==> config.mk <==
export PLATFORM = sky130hd
export DESIGN_NAME = bitonic_sort_sched
export DESIGN_NICKNAME = d
export VERILOG_FILES = /design/src/rtl/bitonic_pkg.sv /design/src/rtl/sort_sched_fifo.sv /design/src/rtl/bitonic_sort_sched.sv
export SDC_FILE = /design/constraint.sdc
export NUM_CORES = 1
export LEC_CHECK = 0
export BUFFER_PORTS_ARGS = -buffer_cell sky130_fd_sc_hd__buf_4
export CORE_MARGIN = 8
export CORE_UTILIZATION = 30
export CTS_CLUSTER_DIAMETER = 100
export DETAILED_ROUTE_END_ITERATION = 16
export PLACE_DENSITY = 0.54
export SLEW_MARGIN = 15
export SYNTH_ARGS = -nofsm -noshare
export SYNTH_HDL_FRONTEND = slang
export SYNTH_HIERARCHICAL = 1
export SYNTH_SLANG_ARGS = --single-unit
==> constraint.sdc <==
create_clock -name clk -period 35.3 [get_ports clk]
set_input_delay 3.53 -clock clk [delete_from_list [all_inputs] [get_ports clk]]
set_output_delay 3.53 -clock clk [all_outputs]
set_load 0.02 [all_outputs]
==> src/rtl/bitonic_pkg.sv <==
// Shared constants and width helpers for the bitonic sorter and its request scheduler.
package bitonic_pkg;

  localparam int DATA_WIDTH_DEF = 4;
  localparam int LOG_INPUT_DEF  = 5;

  // Ceiling log2, never less than 1 so it can always size a vector.
  function automatic int clog2(input int n);
    int r;
    r = 1;
    while ((1 << r) < n) r++;
    return r;
  endfunction

  function automatic int vec_w(input int data_width, input int log_input);
    return data_width * (1 << log_input);
  endfunction

  function automatic int id_w(input int num_req);
    return clog2(num_req);
  endfunction

endpackage

==> src/rtl/sort_sched_fifo.sv <==
// Synchronous first-word-fall-through FIFO with occupancy count; head reads as 0 when empty.
module sort_sched_fifo
  import bitonic_pkg::*;
#(
  parameter int WIDTH = 8,
  parameter int DEPTH = 8,
  localparam int PTR_W = clog2(DEPTH),
  localparam int CNT_W = clog2(DEPTH + 1)
) (
  input  logic             clk,
  input  logic             rst_n,
  input  logic             push,
  input  logic [WIDTH-1:0] push_data,
  input  logic             pop,
  output logic [WIDTH-1:0] pop_data,
  output logic [CNT_W-1:0] count
);

  logic [WIDTH-1:0] mem [DEPTH];
  logic [PTR_W-1:0] wr_ptr;
  logic [PTR_W-1:0] rd_ptr;
  logic             push_ok;
  logic             pop_ok;

  function automatic logic [PTR_W-1:0] next_ptr(input logic [PTR_W-1:0] p);
    return (p == PTR_W'(DEPTH - 1)) ? '0 : p + 1'b1;
  endfunction

  assign push_ok  = push && (count != CNT_W'(DEPTH));
  assign pop_ok   = pop && (count != '0);
  assign pop_data = (count != '0) ? mem[rd_ptr] : '0;

  // NOTE: storage is deliberately not reset; the count gate above keeps stale words off the output.
  always_ff @(posedge clk) begin
    if (push_ok) mem[wr_ptr] <= push_data;
  end

  // NOTE: sequential state uses non-blocking assignments so every register samples pre-edge values.
  always_ff @(posedge clk or negedge rst_n) begin
    if (!rst_n) begin
      wr_ptr <= '0;
      rd_ptr <= '0;
      count  <= '0;
    end else begin
      if (push_ok) wr_ptr <= next_ptr(wr_ptr);
      if (pop_ok)  rd_ptr <= next_ptr(rd_ptr);
      count <= count + CNT_W'(push_ok) - CNT_W'(pop_ok);
    end
  end

endmodule

==> src/rtl/bitonic_sort_sched.sv <==
// Round-robin scheduler sharing one fixed-latency sorter among NUM_REQ requesters, with credit-based issue.
module bitonic_sort_sched
  import bitonic_pkg::*;
#(
  parameter int DATA_WIDTH = DATA_WIDTH_DEF,
  parameter int LOG_INPUT  = LOG_INPUT_DEF,
  parameter int NUM_REQ    = 4,
  parameter int LATENCY    = LOG_INPUT,
  parameter int DEPTH      = 8,
  localparam int VEC_W = vec_w(DATA_WIDTH, LOG_INPUT),
  localparam int ID_W  = id_w(NUM_REQ),
  localparam int CNT_W = clog2(DEPTH + 1)
) (
  input  logic                     clk,
  input  logic                     rst,
  input  logic [NUM_REQ-1:0]       req_valid,
  input  logic [NUM_REQ*VEC_W-1:0] req_data,
  output logic [NUM_REQ-1:0]       req_ready,
  output logic                     srt_x_valid,
  output logic [VEC_W-1:0]         srt_x,
  input  logic                     srt_y_valid,
  input  logic [VEC_W-1:0]         srt_y,
  output logic                     rsp_valid,
  input  logic                     rsp_ready,
  output logic [ID_W-1:0]          rsp_id,
  output logic [VEC_W-1:0]         rsp_data,
  output logic                     err
);

  if (DEPTH < LATENCY + 1) begin : g_depth_check
    $error("bitonic_sort_sched: DEPTH must be at least LATENCY+1");
  end

  logic [ID_W-1:0]       last_grant;
  logic [ID_W-1:0]       winner;
  logic [ID_W-1:0]       cand;
  logic                  found;
  logic [VEC_W-1:0]      win_data;
  logic                  credit;
  logic                  handshake;
  logic                  rsp_pop;
  logic [CNT_W-1:0]      inflight;
  logic [CNT_W-1:0]      occ;
  logic [ID_W-1:0]       tag_head;
  logic                  tag_pop;
  logic [ID_W+VEC_W-1:0] rsp_head;

  // NOTE: every signal gets a default before the loop, so no path through this block can infer a latch.
  always_comb begin
    winner   = last_grant;
    found    = 1'b0;
    cand     = last_grant;
    win_data = '0;
    for (int k = 0; k < NUM_REQ; k++) begin
      cand = (cand == ID_W'(NUM_REQ - 1)) ? '0 : cand + 1'b1;
      if (!found && req_valid[cand]) begin
        found  = 1'b1;
        winner = cand;
      end
    end
    for (int i = 0; i < NUM_REQ; i++) begin
      if (winner == ID_W'(i)) win_data = req_data[(NUM_REQ-1-i)*VEC_W +: VEC_W];
    end
  end

  // A response leaving this cycle frees its slot now, which is what sustains one issue per cycle.
  assign rsp_pop   = rsp_valid & rsp_ready;
  assign credit    = (int'(inflight) + int'(occ) - int'(rsp_pop)) < DEPTH;
  assign handshake = found & credit & rst;

  always_comb begin
    req_ready = '0;
    if (handshake) req_ready[winner] = 1'b1;
  end

  always_ff @(posedge clk or negedge rst) begin
    if (!rst) begin
      last_grant  <= ID_W'(NUM_REQ - 1);
      srt_x_valid <= 1'b0;
      srt_x       <= '0;
      err         <= 1'b0;
    end else begin
      srt_x_valid <= handshake;
      if (handshake) begin
        last_grant <= winner;
        srt_x      <= win_data;
      end
      if (srt_y_valid && (inflight == '0)) err <= 1'b1;
    end
  end

  // Tag occupancy is exactly the number of vectors inside the sorter.
  assign tag_pop = srt_y_valid && (inflight != '0);

  sort_sched_fifo #(
    .WIDTH(ID_W),
    .DEPTH(DEPTH)
  ) u_tag_fifo (
    .clk      (clk),
    .rst_n    (rst),
    .push     (handshake),
    .push_data(winner),
    .pop      (tag_pop),
    .pop_data (tag_head),
    .count    (inflight)
  );

  sort_sched_fifo #(
    .WIDTH(ID_W + VEC_W),
    .DEPTH(DEPTH)
  ) u_rsp_fifo (
    .clk      (clk),
    .rst_n    (rst),
    .push     (tag_pop),
    .push_data({tag_head, srt_y}),
    .pop      (rsp_pop),
    .pop_data (rsp_head),
    .count    (occ)
  );

  assign rsp_valid = (occ != '0);
  assign rsp_id    = rsp_head[VEC_W +: ID_W];
  assign rsp_data  = rsp_head[VEC_W-1:0];

endmodule
; Yosys cells after proc, flatten, opt, wreduce, memory -nomap -nowiden
; Memory sizes are Yosys's and may differ from the RTL's.
; Index checks and enable logic that the tools add are counted.
; Widths: inputs -> output; s select.
[totals]
rom_bits = 0
inputBits = 648
mem_bits_rw = 1056
memories = 2
out_inout_bits = 265
ff_bits = 152
latchBits = 0
[mem_list]
columns = name, depth, word_bits, rd, rd_clocked_by_memory_dff, wr, line
row1 = u_rsp_fifo.mem, 8, 130, 1, 0, 1, sort_sched_fifo.sv:19  ; logic [WIDTH-1:0] mem [DEPTH];
row2 = u_tag_fifo.mem, 8, 2, 1, 0, 1, sort_sched_fifo.sv:19
[classes]
n_eq_ne = 13
muxes = 37
shifts = 0
div = 0
reduce_logical = 17
addsub = 14
multipliers = 0
bitwise_logic = 3
n_lt_le_gt_ge = 7
[op_table]
columns = cell, count
row1 = $mux 128, 4
row2 = $mux 130, 1
row3 = $mux 2, 9
row4 = $lt 2x3->1 const B, 5
row5 = $mux 1, 13
row6 = $add 3x1->3 const B, 4
row7 = $eq 2x2->1 const B, 6
row8 = $eq 3x3->1 const B, 4
row9 = $mux 3, 4
row10 = $logic_and 1x1->1, 10
row11 = $add 2x1->2 const B, 4
row12 = $add 4x1->4, 2
row13 = $bmux 1 s2, 4
row14 = $ne 4x4->1 const B, 2
row15 = $reduce_bool 4->1, 2
row16 = $sub 4x1->4, 2
row17 = $lt 6x5->1 const B, 1
row18 = $sub 5x1->6, 1
row19 = $add 4x4->5, 1
row20 = $logic_not 4->1, 1
row21 = $mux 4, 1
row22 = $and 1x1->1, 3
row23 = $logic_not 1->1, 3
row24 = $demux 1 s2, 1
row25 = other kinds (3), 3

; Depth between registers and ports, before layout
[logic_depth]
word_depth = 19
depth_mapped = 20

; Cells and area by module
; The synthesis kept the hierarchy.
[modules_own_cells]
columns = module, area_each_um2, n_inst, cells_each, seq_area_each_um2
row1 = sort_sched_fifo (u_rsp_fifo), 39359.0, 1, 1574, 31480.2
row2 = bitonic_sort_sched, 9610.5, 1, 968, 3305.7
row3 = sort_sched_fifo (u_tag_fifo), 1251.2, 1, 80, 730.7

; Worst setup path after synthesis
; OpenSTA, ideal clock, no wires.
[synth_path]
path_type = input -> register
start = input port srt_y_valid
end = memory u_rsp_fifo/mem[0][0] in the netlist's numbering, enable pin
arrival_time_ns = 16.290
n_path_buf = 0
slack_ns = 18.072
setup_time_ns = 0.937
stages = 3
cell_sequence = nor2b_1 > o31ai_2 > nor4_1
[synth_between]
elab_chain_len = 4
[synth_lines]
columns = element, line
row1 = from (decl), bitonic_sort_sched.sv:21  ; input logic srt_y_valid,
row2 = $logic_and 1x1->1, bitonic_sort_sched.sv:93  ; assign tag_pop = srt_y_valid && (inflight != '0);
row3 = $logic_and 1x1->1, sort_sched_fifo.sv:29  ; assign push_ok = push && (count != CNT_W'(DEPTH));
row4 = $mux 1, sort_sched_fifo.sv:35  ; if (push_ok) mem[wr_ptr] <= push_data;
row5 = $mux 1 (implied by the code), sort_sched_fifo.sv:35
row6 = to (decl), sort_sched_fifo.sv:19
; Every way passes these cells.

; Worst setup path in the final report
[layout_path]
start = input port rsp_ready
end = output port req_ready[0]
[layout_between]
elab_chain_len = 6
[layout_lines]
columns = element, line
row1 = from (decl), bitonic_sort_sched.sv:24  ; input logic rsp_ready,
row2 = $and 1x1->1, bitonic_sort_sched.sv:67  ; assign rsp_pop = rsp_valid & rsp_ready;
row3 = named net rsp_pop, bitonic_sort_sched.sv:41  ; logic rsp_pop;
row4 = $sub 5x1->6, bitonic_sort_sched.sv:68  ; assign credit = (int'(inflight) + int'(occ) - int'(rsp_pop)) < DEPTH;
row5 = $lt 6x5->1, bitonic_sort_sched.sv:68
row6 = $and 1x1->1 (2 in a row), bitonic_sort_sched.sv:69  ; assign handshake = found & credit & rst;
row7 = $mux 4, bitonic_sort_sched.sv:73  ; if (handshake) req_ready[winner] = 1'b1;
row8 = to (decl), bitonic_sort_sched.sv:18  ; output logic [NUM_REQ-1:0] req_ready,
; The timed path passes the listed nets, and every way through them passes these cells.

==> results.sh <==
export IMPL_setup_violations=0
export IMPL_worstReg2RegStart="last_grant[0]"
export IMPL_max_freq_ghz=0.0998
export IMPL_die_h_um=425
export IMPL_io_pins=913
export IMPL_finalWeightedCongestion=0.913
export IMPL_cp_required_ns=31.77
export IMPL_final_util=0.382
export IMPL_cts_buffer_depth=3
export IMPL_worstRegToRegCells=12
export IMPL_grt_pass1_wl_mm=240
export IMPL_pwr_density_cell_nw_per_um2=98.6
export IMPL_grt_usage=0.185
export IMPL_status="complete, no violations"
export IMPL_yosysSeqAreaShare=0.707
export IMPL_rsz0062_at_grt="false"
export IMPL_slew_headroom=0.0812
export IMPL_synthArstFlopShare=0.126
export IMPL_post_cts_buffers=0
export IMPL_r2r_end="srt_x[77]"
export IMPL_start_util=0.301
export IMPL_synth_area_per_cell_sq_um=19.2
export IMPL_antenna_found_initial=33
export IMPL_grt_max_degree=131
export IMPL_num_rows=150
export IMPL_dpl_cell_count=5593
export IMPL_clockRootBuffer="clkbuf_16"
export IMPL_multiInputGateArea_sq_um=13600
export IMPL_p_leak_nw=23.1
export IMPL_nets=4205
export IMPL_slew_violations=0
export IMPL_worst_slack_ns=25.28
export IMPL_cts_tree="yes"
export IMPL_layout_drive_gt1_share=0.434
export IMPL_reg2reg_slack_ns=28.92
export IMPL_dp_slack_ns=25.27
export IMPL_syn_inst=2622
export IMPL_seq_area_sq_um=35500
export IMPL_worstPathArrival_ns=6.49
export IMPL_worstPathMaxFanout=107
export IMPL_grt_overflow=0
export IMPL_critPathMaxStageDelay_ns=0.63
export IMPL_hold_worst_slack_ns=0.500
export IMPL_cts_resized=0
export IMPL_area_growth_pct=26.6
export IMPL_path_clk_slew_ns=0.06
export IMPL_yosys_warnings=6
export IMPL_die_w_um=425
export IMPL_p_seq_frac=0.321
export IMPL_ir_drop_mv=0.0756
export IMPL_finalSetupTns_ns=0
export IMPL_hpwl_mm=116
export IMPL_min_period_over_period=0.284
export IMPL_min_from="last_grant[1]"
export IMPL_p_sw_mw=2.49
export IMPL_firstDrtPassIters=7
export IMPL_final_cells=5850
export IMPL_sw_frac_of_total=0.397
export IMPL_wl_per_cell_um=29.5
export IMPL_clkPwrFrac=0.216
export IMPL_slowest_stage="buf_4"
export IMPL_vias=29200
export IMPL_drc=0
export IMPL_clk_latency_ns=0.78
export IMPL_hold_class="register to register"
export IMPL_final_common_cell="edfxtp_1"
export IMPL_period_needed_ns=10.02
export IMPL_first_iter_violations=1826
export IMPL_ys_types=63
export IMPL_endpoint="req_ready[0]"
export IMPL_grt_pass1_vias=31300
export IMPL_critPathLaunchType="input port"
export IMPL_worstMarginPinSlew_ns=1.38
export IMPL_antenna_left=0
export IMPL_startpoint="rsp_ready"
export IMPL_htree_levels=4
export IMPL_fillCellCount=15400
export IMPL_final_cell_mix="edfxtp_1, buf_4, mux4_2"
export IMPL_hold_viol=0
export IMPL_cp_cell_sequence="buf_4 -> and2_1 -> ha_1 -> inv_1 -> ha_1 -> nand4b_1 -> nand2_1 -> mux2i_1 -> o311ai_4 -> buf_4 -> inv_8 -> nand2_1 -> nor2_1 -> buf_4"
export IMPL_cap_violations=0
export IMPL_viasPerCell=4.99
export IMPL_die_area_sq_um=181000
export IMPL_wirelength_mm=172
export IMPL_crit_type="input port to primary output"
export IMPL_synth_edf_count=1056
export IMPL_syn_nets=3300
export IMPL_fp_coreArea_sq_um=167000
export IMPL_syn_area_sq_um=50200
export IMPL_cp_end_kind="primary output"
export IMPL_cts_hold_buf=0
export IMPL_fin_skew_ns=0.0325
export IMPL_p_comb_frac=0.462
export IMPL_timing_critical_path_mode_cell="buf_4"
export IMPL_p_int_mw=3.78
export IMPL_io_buffers=912
export IMPL_cts_sinks=1208
export IMPL_synth_seq_cells=1208
export IMPL_cts_buffers=136
export IMPL_synth_flop_cell="edfxtp_1"
-- layout make-up --
type	count	area share
multi-input combinational	1187	0.213
tap	2204	0.0434
sequential	1208	0.559
clock inverter	67	0.0113
clock buffer	173	0.0562
inverter	32	0.00209
antenna	17	0.000669
timing repair buffer	962	0.114
-- metrics by stage --
stage | area (sq um) | total power, mW
3_3_place_gp | 59300 | 4.99
5_1_grt | 63600 | 6.57
4_1_cts | 63600 | 6.39
2_1_floorplan | 50200 | 3.96
6_report | 63600 | 6.27
3_5_place_dp | 59300 | 5.01
-- worst max-delay path, delay by kind of cell --
family,cells,cell delay [ns]
multiplexers,1,0.18
adder cells (fa/ha/maj),2,0.40
buffers and inverters,5,1.40
AND/OR/NAND/NOR,5,0.62
AO/OA/AOI/OAI,1,0.30
-- layer usage --
layer | wire (um) | part of all wire | GRT usage | vias up
met5 | 129 | 0.00075 | 0 | -
met4 | 9020 | 0.052 | 0.0920 | 18
met3 | 9780 | 0.057 | 0.0466 | 256
met2 | 90200 | 0.52 | 0.329 | 949
met1 | 63400 | 0.37 | 0.206 | 15200
li1 | - | - | - | 12800
-- Yosys cell counts (all sizes together) (4+ instances only) --
master	instances	area (sq um)
a211oi	85	643
a21oi	5	28.8
a221o	44	440
a221oi	85	1240
a22o	130	1140
and3	85	532
buf	98	749
clkbuf	97	364
dfrtp	150	3750
edfxtp	1056	31700
ha	28	350
inv	32	123
mux2	56	653
mux2i	88	881
mux4	264	5960
nand2	53	206
nand2b	7	51.3
nand3	45	225
nor2	107	402
nor2b	7	43.8
nor3	13	76.3
nor4	4	25.0
o21ai	47	239
xor2	4	35.0
-- cell families after synthesis --
kind of cell	after synthesis	synth area share
flip-flops	1208	0.707
AO/OA/AOI/OAI	412	0.0775
multiplexers	408	0.149
AND/OR/NAND/NOR	333	0.0330
buffers and inverters	227	0.0246
adder cells (fa/ha/maj)	30	0.00777
XOR/XNOR	4	0.000698
-- how the worst min path moves through the flow --
stage / endpoint / depth (start not counted) / slack [ns]
finish: last_grant[1] / 2 / 0.50
global route: last_grant[1] / 2 / 0.54
CTS: last_grant[1] / 2 / 0.51
detailed placement: last_grant[1] / 2 / 0.50
global placement: last_grant[1] / 2 / 0.51
floorplan: last_grant[1] / 2 / 0.47
-- power groups by stage --
stage | logic [mW] | clock network (mW) | registers, mW
final | 2.90 | 1.36 | 2.01
after global routing | 3.09 | 1.45 | 2.04
after CTS | 2.97 | 1.40 | 2.02
after detailed placement | 2.96 | 0 | 2.04
after global placement | 2.95 | 0 | 2.04
after floorplan | 1.85 | 0 | 2.11
-- state kept, by name, summed over array words and instances, names as in the netlist --
name,cells
u_rsp_fifo/mem,1040
srt_x,128
u_tag_fifo/mem,16
u_rsp_fifo/count,4
u_tag_fifo/count,4
u_rsp_fifo/rd_ptr,3
u_rsp_fifo/wr_ptr,3
u_tag_fifo/rd_ptr,3
u_tag_fifo/wr_ptr,3
last_grant,2
err,1
srt_x_valid,1
(Power assumes the default switching activity.)
